==> src/rtl/cmp_seq_slice.sv <==
// cmp_seq_slice
//   Multi-cycle magnitude comparator for a WIDTH-bit operand pair. The pair is
//   compared as signed or unsigned, selected per transaction. Slices of SLICE
//   bits are compared from the MSB down, one slice per clock. The scan stops at
//   the first slice that differs. The result is held on a valid/ready port
//   until downstream accepts it.
//
// Ports
//   clk        system clock, rising edge
//   reset_n    synchronous active-low reset
//   in_valid   operand pair valid
//   in_ready   block can accept operands (IDLE only, low during reset)
//   a, b       operands, WIDTH bits
//   is_signed  1 = two's-complement compare, 0 = unsigned (sampled with a/b)
//   out_valid  result valid (DONE)
//   out_ready  downstream accepts result
//   agtb       A > B
//   aeqb       A == B
//   altb       A < B
//   agteqb     A >= B
module cmp_seq_slice #(
  parameter int WIDTH = 8,
  parameter int SLICE = 2
) (
  input  logic             clk,
  input  logic             reset_n,
  input  logic             in_valid,
  output logic             in_ready,
  input  logic [WIDTH-1:0] a,
  input  logic [WIDTH-1:0] b,
  input  logic             is_signed,
  output logic             out_valid,
  input  logic             out_ready,
  output logic             agtb,
  output logic             aeqb,
  output logic             altb,
  output logic             agteqb
);

  localparam int NSLICE = WIDTH / SLICE;
  localparam int IDXW   = (NSLICE > 1) ? $clog2(NSLICE) : 1;

  // The MSB slice is compared in the accept cycle, so a scan that continues
  // starts one slice lower. This gives a latency of one edge for an MSB-slice
  // difference and NSLICE edges for equal words.
  localparam logic [IDXW-1:0] IDX_START = (NSLICE > 1) ? IDXW'(NSLICE - 2) : '0;

  if ((WIDTH % SLICE) != 0 || WIDTH < 2) begin : g_param_check
    $error("cmp_seq_slice: WIDTH must be >= 2 and a multiple of SLICE");
  end

  typedef enum logic [1:0] {
    IDLE = 2'd0,
    SCAN = 2'd1,
    DONE = 2'd2
  } state_t;

  state_t            state_q, state_d;
  logic [IDXW-1:0]   idx_q, idx_d;
  logic [WIDTH-1:0]  a_q, b_q;
  logic              gt_q, eq_q, lt_q;
  logic              gt_d, eq_d, lt_d;
  logic              load;

  logic [SLICE-1:0]  top_a, top_b;
  logic [SLICE-1:0]  scan_a, scan_b;

  assign top_a  = a[WIDTH-1 -: SLICE];
  assign top_b  = b[WIDTH-1 -: SLICE];
  assign scan_a = a_q[idx_q*SLICE +: SLICE];
  assign scan_b = b_q[idx_q*SLICE +: SLICE];

  assign in_ready  = reset_n && (state_q == IDLE);
  assign out_valid = (state_q == DONE);
  assign agtb      = gt_q;
  assign aeqb      = eq_q;
  assign altb      = lt_q;
  assign agteqb    = gt_q | eq_q;

  always_comb begin
    state_d = state_q;
    idx_d   = idx_q;
    gt_d    = gt_q;
    eq_d    = eq_q;
    lt_d    = lt_q;
    load    = 1'b0;

    case (state_q)
      IDLE: begin
        if (in_valid) begin
          load = 1'b1;
          if (is_signed && (a[WIDTH-1] != b[WIDTH-1])) begin
            // Opposite signs: the negative operand is the smaller one.
            state_d = DONE;
            lt_d    = a[WIDTH-1];
            gt_d    = b[WIDTH-1];
          end else if (top_a > top_b) begin
            state_d = DONE;
            gt_d    = 1'b1;
          end else if (top_a < top_b) begin
            state_d = DONE;
            lt_d    = 1'b1;
          end else if (NSLICE == 1) begin
            state_d = DONE;
            eq_d    = 1'b1;
          end else begin
            state_d = SCAN;
            idx_d   = IDX_START;
          end
        end
      end

      SCAN: begin
        // Same-sign operands order identically as signed or unsigned values,
        // so an unsigned slice scan covers both modes.
        if (scan_a > scan_b) begin
          state_d = DONE;
          gt_d    = 1'b1;
        end else if (scan_a < scan_b) begin
          state_d = DONE;
          lt_d    = 1'b1;
        end else if (idx_q == '0) begin
          state_d = DONE;
          eq_d    = 1'b1;
        end else begin
          idx_d = idx_q - IDXW'(1);
        end
      end

      DONE: begin
        if (out_ready) begin
          state_d = IDLE;
          idx_d   = '0;
          gt_d    = 1'b0;
          eq_d    = 1'b0;
          lt_d    = 1'b0;
        end
      end

      default: begin
        state_d = IDLE;
        idx_d   = '0;
        gt_d    = 1'b0;
        eq_d    = 1'b0;
        lt_d    = 1'b0;
      end
    endcase
  end

  always_ff @(posedge clk) begin
    if (!reset_n) begin
      state_q <= IDLE;
      idx_q   <= '0;
      gt_q    <= 1'b0;
      eq_q    <= 1'b0;
      lt_q    <= 1'b0;
      a_q     <= '0;
      b_q     <= '0;
    end else begin
      state_q <= state_d;
      idx_q   <= idx_d;
      gt_q    <= gt_d;
      eq_q    <= eq_d;
      lt_q    <= lt_d;
      if (load) begin
        a_q <= a;
        b_q <= b;
      end
    end
  end

endmodule

==> config.mk <==
export PLATFORM = sky130hd
export DESIGN_NAME = cmp_seq_slice
export DESIGN_NICKNAME = d
export VERILOG_FILES = /design/src/rtl/cmp_seq_slice.sv
export SDC_FILE = /design/constraint.sdc
export NUM_CORES = 1
export LEC_CHECK = 0
export ABC_CLOCK_PERIOD_IN_PS = 4700
export CELL_PAD_IN_SITES_DETAIL_PLACEMENT = 2
export CELL_PAD_IN_SITES_GLOBAL_PLACEMENT = 2
export CORE_ASPECT_RATIO = 1.5
export CORE_MARGIN = 2
export CORE_UTILIZATION = 25
export DETAILED_ROUTE_END_ITERATION = 10
export PLACE_DENSITY = 0.76
export SLEW_MARGIN = 20
export SYNTH_ARGS = -nofsm -noshare
export SYNTH_HDL_FRONTEND = slang
export SYNTH_SLANG_ARGS = --single-unit
==> constraint.sdc <==
create_clock -name clk -period 4.7 [get_ports clk]
set_clock_uncertainty 0.15 [all_clocks]
set_input_delay 0.94 -clock clk [delete_from_list [all_inputs] [get_ports clk]]
set_output_delay 0.94 -clock clk [all_outputs]
set_load 0.02 [all_outputs]
## Word-level counts from Yosys, hierarchy flattened

Cells that the tools add are included.

- Bits in registers: 23
- Bits in latches: 0
- Memory bits (writable): 0
- Bits in read-only memories: 0
- Input bits: 21
- Output and inout port bits: 6
- Memories kept: 0

- Add/subtract/negate cells: 1
- Multiply operators: 0
- Divide/modulo/power cells: 0
- Order comparisons: 4
- Equal/unequal tests: 18
- Shifts and indexed selects: 2
- Mux-type cells: 36
- Bitwise gates (word level): 2
- Reduce and logical (&&, ||, !) cells: 9

Operators with widths:

| operator | count |
|---|---|
| 2-bit 2-to-1 mux | 15 |
| 2-bit != test, second input constant | 10 |
| 1-bit 2-to-1 mux | 16 |
| 8-bit by 4-bit indexed part select with 2-bit output | 2 |
| 2-bit case mux with 3 select lines | 2 |
| 1-bit case mux with 3 select lines | 3 |
| 8-bit AND reduction | 1 |
| 3-bit by 1-bit != test with 1-bit output, second input constant | 2 |
| 6-bit AND reduction | 1 |
| 5-bit AND reduction | 1 |
| 2-bit > comparator | 2 |
| 2-bit zero test | 2 |
| 2-bit < comparator | 2 |
| 4-bit != test, second input constant | 1 |
| 4-bit AND reduction | 1 |
| 3-bit != test, second input constant | 1 |
| 3-bit AND reduction | 1 |
| 2-bit by 1-bit == test with 1-bit output, second input constant | 1 |
| 2-bit == test, second input constant | 1 |
| 1-bit logical AND | 2 |
| 2-bit by 1-bit != test with 1-bit output, second input constant | 1 |
| 2-bit by 1-bit subtractor with 2-bit output, second input constant | 1 |
| 1-bit != test | 1 |
| 1-bit inverter | 1 |
| 1-bit bitwise OR | 1 |

## Longest topological paths before layout

Gate-level depths: netlist (run 1).

- Word-level depth: 6
- Gate-level depth with buffers: 8
- Mapped depth without buffers: 7

## Worst setup path before layout (run 1)

OpenSTA, ideal clock, no wires.

- Path kind: input port to output port
- From: in reset_n
- To: out in_ready
- Arrival: 1,295 ps
- Data required time: 3,610 ps
- Path slack: 2,315 ps
- Stages on the path: 2
- Cells stage by stage: nand2_1 > nor2_1

- Longest elaborated chain between the ends: 1

Ends and longest elaborated chain:

| what | line | RTL |
|---|---|---|
| start, declared | 26 | `input logic reset_n,` |
| 1-bit logical AND | 73 | `assign in_ready = reset_n && (state_q == IDLE);` |
| end, declared | 28 | `output logic in_ready,` |

No other way between the ends.

## Final worst setup path (run 1)

Ends and elaborated chain as after synthesis.

==> results of run 1 <==
-- metal layers --
layer | global-route usage [%] | up-vias
met5 | 0 | -
met4 | 3.19 | 0
met3 | 1.44 | 2
met2 | 29.0 | 20
met1 | 14.7 | 622
li1 | - | 593
-- final timing paths --
path,slack [ps],endpoint
setup reg to reg,2120,altb
setup / recovery,1270,in_ready
hold / removal,310,b_q[1]
hold reg to reg,310,b_q[1]
-- placed cells by master (no fill, tap or decap), drive strengths merged --
cell	Yosys	layout
mux4	4	4
a21o	1	1
ha	5	5
a21oi	22	22
nand2b	5	5
a211oi	1	1
o2bb2ai	1	1
or2b	1	1
o311ai	2	2
clkinv	1	2
dfxtp	23	23
nor3	4	4
and2b	3	3
nand4	2	2
o21ai	4	4
nor2b	1	1
or4b	1	1
clkbuf	1	3
nand2	37	37
a221oi	2	2
or2	1	1
o311a	1	1
inv	8	8
o211ai	1	1
o31ai	2	2
a31oi	4	4
nand3	2	2
a31o	1	1
o21a	1	1
nor2	7	7
clkdlybuf4s50	0	26
-- report_power, final --
part	internal, W	switching [W]
registers	0.000210	0.0000137
logic	0.0000615	0.0000670
clock network	0.0000592	0.0000672
-- cells by family after synthesis --
group	synth area share (%)
flip-flops	37.3
buffers and inverters	4.86
AO/OA/AOI/OAI	21.3
multiplexers	7.30
adder cells (fa/ha/maj)	5.07
AND/OR/NAND/NOR	24.2
-- sequential cells by signal, summed over array words and instances, names as in the netlist --
register  count
idx_q         2
b_q           8
aeqb          1
a_q           8
agtb          1
state_q       2
altb          1
-- critical path: cells and delay by family --
| kind | cells | cell delay, ps |
|---|---|---|
| buffers and inverters | 2 | 1170 |
| and+or+nand+nor | 2 | 230 |
-- final cells by class --
cell class,count,area (um2),share of cell area (%)
Multi-Input combinational cell,116,714,44.7
Sequential cell,23,460,28.8
Timing Repair Buffer,26,260,16.3
Tap cell,66,82.6,5.17
Clock buffer,3,41.3,2.58
Inverter,9,33.8,2.11
Clock inverter,1,5.00,0.313
-- through the flow --
step	utilization (%)	setup slack [ps]	cell area, um2	total power, W	hold slack, ps
5_1_grt	33.2	1210	1600	0.000510	345
3_3_place_gp	32.3	1330	1550	0.000353	294
6_report	33.2	1270	1600	0.000479	314
3_5_place_dp	32.3	1260	1550	0.000359	304
4_1_cts	33.2	1250	1600	0.000489	317
2_1_floorplan	-	2310	1230	0.000304	283
==> flow_metrics.py, run 1 <==
metrics = {
    "power": {
        "powerDensity_mw_per_mm2": 300,
        "p_leak_nw": 0.583,
        "irDropWorstVdd_v": 0.000142,
    },
    "detailed_routing": {
        "vias": 1237,
        "routed.top_layer": "met4",
        "drc": 0,
        "wl_met2_um": 2170,
        "wl_met1_um": 1390,
        "drt-wirelength-per-cell_um": 15.1,
        "antenna_left": 0,
        "wl_um": 3690,
        "drt_iter0_markers": 7,
        "drt_pre_antenna_iters": 2,
        "routed-wl-met3_um": 105,
        "avgViaCountPerCell": 5.07,
    },
    "clocking": {
        "path_clk_slew_ps": 90,
        "cts_root_buffer": "clkbuf_8",
        "clock_latency_ps": 260,
        "cts_tree": "built",
        "numCtsBuffers": 3,
        "cts_setup_buffers": 0,
        "cts.repair.resized": 0,
        "htree_num_levels": 1,
        "clock_sinks": 23,
        "cts_max_path_buffers": 2,
        "cts_hold_buf": 0,
    },
    "worst_setup_path": {
        "r2r-start": "idx_q[0]",
        "worst_setup_path_end_kind": "output pin",
        "required_ps": 3610,
        "cp.arrival_ps": 2340,
        "cp-start-kind": "input port",
        "crit_chain": "clkdlybuf4s50_1 -> nand2_1 -> nor2_1 -> clkdlybuf4s50_1",
        "cp_max_fo": 5,
        "r2r_cells": 6,
        "crit_path_start": "reset_n",
        "worstSetupPathType": "in2out",
        "critPathSlowestCell": "clkdlybuf4s50_1",
        "slowest_delay_ps": 620,
        "worst_path_most_repeated_cell": "clkdlybuf4s50_1",
    },
    "grt": {
        "antenna_found_initial": 0,
        "grt_pass1_vias": 1308,
        "grt_usage_pct": 14.4,
        "overflow": 0,
        "grt_pass1_wl_um": 6110,
        "grt_max_degree": 20,
    },
    "placement": {
        "hpwl_um": 2980,
        "post-place-cells": 240,
        "place_congestion": 0.801,
        "io_buffers": 26,
    },
    "sta": {
        "finalCritPeriodShare_pct": 73.0,
        "fin_tns_setup_ps": 0,
        "fmax_mhz": 291,
        "fin_crit_ps": 3430,
        "final_max_slew_viol_count": 0,
        "hold_viol": 0,
        "setup_viol": 0,
        "tightest_slew_ps": 632,
        "rsz0062_at_grt": "false",
        "slew_headroom_pct": 57.8,
    },
    "logic_synthesis": {
        "ys_seq_elements": 23,
        "syn_inst": 153,
        "synth.most_common_cell": "nand2_1",
        "synth_area_leader_cell": "dfxtp_1",
        "async_flop_share_pct": 0,
        "netlist.area_leader.share_pct": 37.3,
        "syn_area_mm2": 0.00123,
        "syn-mean-instance-area_um2": 8.07,
        "ys_top_cells_by_area": "dfxtp_1 37%, nand2_1 11%, a21oi_1 8.9%",
        "seq_area_frac_synth_pct": 37.3,
        "synthTopCellsByCount": "37 x nand2_1, 23 x dfxtp_1, 22 x a21oi_1",
        "ys_warn_count": 0,
        "syn_nets": 179,
        "ys.flop_type": "dfxtp_1",
        "synth_edf_count": 0,
        "ys_types": 36,
    },
    "layout": {
        "diodes": 0,
        "area_delta_synth_final_pct": 29.4,
        "final_layout_size_suffix_gt1_share_pct": 7.87,
        "fin_cells": 244,
        "nets": 205,
        "fillCellCount": 584,
    },
    "floorplanning": {
        "start_util_pct": 25.7,
        "core-area_mm2": 0.00481,
        "ios": 27,
        "die_y_um": 90.1,
        "die_w_um": 61.4,
        "dieArea_mm2": 0.00553,
        "row_count": 31,
    },
    "hold_path": {
        "worstHoldStart": "b_q[1]",
        "hp-class": "reg2reg",
        "hold_depth": 2,
    },
    "job": {
        "max-cap-violations": 0,
    },
    "status": {
        "status": "finished clean",
    },
}
(Power assumes the default switching activity.)
==> run 2: changes to the inputs <==
--- a/config.mk
+++ b/config.mk
@@ -5,14 +5,14 @@
 export SDC_FILE = /design/constraint.sdc
 export NUM_CORES = 1
 export LEC_CHECK = 0
-export ABC_CLOCK_PERIOD_IN_PS = 4700
+export ABC_CLOCK_PERIOD_IN_PS = 2750
 export CELL_PAD_IN_SITES_DETAIL_PLACEMENT = 2
 export CELL_PAD_IN_SITES_GLOBAL_PLACEMENT = 2
 export CORE_ASPECT_RATIO = 1.5
 export CORE_MARGIN = 2
 export CORE_UTILIZATION = 25
 export DETAILED_ROUTE_END_ITERATION = 10
-export PLACE_DENSITY = 0.76
+export PLACE_DENSITY = 0.79
 export SLEW_MARGIN = 20
 export SYNTH_ARGS = -nofsm -noshare
 export SYNTH_HDL_FRONTEND = slang
==> constraint.sdc (replaced) <==
create_clock -name clk -period 2.75 [get_ports clk]
set_clock_uncertainty 0.15 [all_clocks]
set_input_delay 0.55 -clock clk [delete_from_list [all_inputs] [get_ports clk]]
set_output_delay 0.55 -clock clk [all_outputs]
set_load 0.02 [all_outputs]
==> flow_metrics.py, run 2 (synthesis gave the netlist of run 1 again) <==
metrics = {
    "sta": {
        "worst_slack_ps": 177,
        "final_max_slew_viol_count": 0,
        "tightest_slew_ps": 611,
        "hold_viol": 0,
        "fin_tns_setup_ps": 0,
        "setup_viol": 0,
        "slew_headroom_pct": 59.2,
        "fin_crit_ps": 2570,
        "rsz0062_at_grt": "false",
        "finalCritPeriodShare_pct": 93.6,
        "fmax_mhz": 389,
    },
    "clocking": {
        "clock_sinks": 23,
        "htree_num_levels": 1,
        "clock_latency_ps": 270,
        "cts_hold_buf": 0,
        "numCtsBuffers": 3,
        "cts_setup_buffers": 0,
        "cts_tree": "built",
        "path_clk_slew_ps": 90,
        "cts_max_path_buffers": 2,
        "cts.repair.resized": 0,
        "cts_root_buffer": "clkbuf_8",
    },
    "grt": {
        "grt_usage_pct": 15.6,
        "grt_pass1_wl_um": 6520,
        "overflow": 0,
        "antenna_found_initial": 0,
        "grt_max_degree": 20,
        "grt_pass1_vias": 1439,
    },
    "worst_setup_path": {
        "worst_setup_path_end_kind": "register",
        "required_ps": 2800,
        "cp-start-kind": "register",
        "worstSetupPathType": "reg2reg",
        "crit_family": "simple AND/OR/NAND/NOR gates",
        "critPathSlowestCell": "mux4_2",
        "slowest_delay_ps": 570,
        "cp_max_fo": 7,
        "crit_chain": "mux4_2 -> ha_1 -> and2b_1 -> nor3_1 -> or4b_1 -> a31oi_1",
        "cp.arrival_ps": 2620,
        "critPathBufInv": 0,
    },
    "placement": {
        "io_buffers": 26,
        "hpwl_um": 3110,
        "place_ws_ps": 119,
        "place_congestion": 0.771,
    },
    "floorplanning": {
        "ios": 27,
        "row_count": 31,
        "start_util_pct": 25.7,
        "core-area_mm2": 0.00481,
        "dieArea_mm2": 0.00553,
        "die_y_um": 90.1,
        "die_w_um": 61.4,
    },
    "layout": {
        "layout_commonest_cell": "nand2_1",
        "nets": 207,
        "area_delta_synth_final_pct": 30.6,
        "fillCellCount": 589,
        "reg_top3": "a_q x8, b_q x8",
        "layout_common_cells": "37 x nand2_1, 26 x clkdlybuf4s50_1, 23 x dfxtp_1",
        "final_layout_size_suffix_gt1_share_pct": 8.89,
        "diodes": 0,
    },
    "detailed_routing": {
        "drt_pre_antenna_iters": 3,
        "drc": 0,
        "vias": 1220,
        "drt_iter0_markers": 28,
        "avgViaCountPerCell": 4.96,
        "wl_um": 3880,
        "antenna_left": 0,
        "drt-wirelength-per-cell_um": 15.8,
    },
    "power": {
        "p_leak_nw": 0.593,
        "powerDensity_mw_per_mm2": 516,
        "irDropWorstVdd_v": 0.000177,
    },
    "job": {
        "max-cap-violations": 0,
    },
    "status": {
        "status": "finished clean",
    },
    "hold_path": {
        "hp-class": "reg2reg",
    },
}
[run 2: path summary, 6_finish.rpt]
path	startpoint	endpoint	slack [ps]	cells after the start
max	idx_q[0]	altb	180	6
min	b_q[4]	b_q[4]	310	2
max reg2reg	idx_q[0]	altb	180	6
min reg2reg	b_q[4]	b_q[4]	310	2
[run 2: stage by stage]
step                power (W)  util (%)  area [um2]  cells  hold WS [ps]
global placement     0.000605      32.6        1570    242           293
detailed placement   0.000619      32.6        1570    242           301
global route         0.000882      33.5        1610    246           339
CTS                  0.000846      33.5        1610    246           314
floorplan            0.000519         -        1230    153           283
finish               0.000833      33.5        1610    246           308
[run 2: per-layer routing]
metal | track usage [%] | vias up | wire [um]
met5 | 0 | - | 0
li1 | - | 593 | -
met2 | 31.5 | 17 | 2360
met3 | 2.16 | 5 | 95
met4 | 4.61 | 0 | 54
met1 | 14.6 | 605 | 1370
[run 2: area by class of cell]
type | instances | area (um2) | area share, %
flip-flops and latches | 23 | 460 | 28.5
multi-input cells | 116 | 714 | 44.3
well taps | 66 | 82.6 | 5.12
repair buffers | 28 | 275 | 17.1
inverters | 9 | 33.8 | 2.09
clock inverters | 1 | 5.00 | 0.310
clock buffers | 3 | 41.3 | 2.56
[run 2: worst reg2reg max path, delay by kind of cell, from the launching register on]
family	cells	cell delay (ps)
AO/OA/AOI/OAI	1	160
flip-flops	1	540
adder cells (fa/ha/maj)	1	370
AND/OR/NAND/NOR	3	690
multiplexers	1	570
[run 2: power by group]
group	switching [W]	internal, W
Clock	0.000122	0.000102
Sequential	0.0000241	0.000359
Combinational	0.000118	0.000108
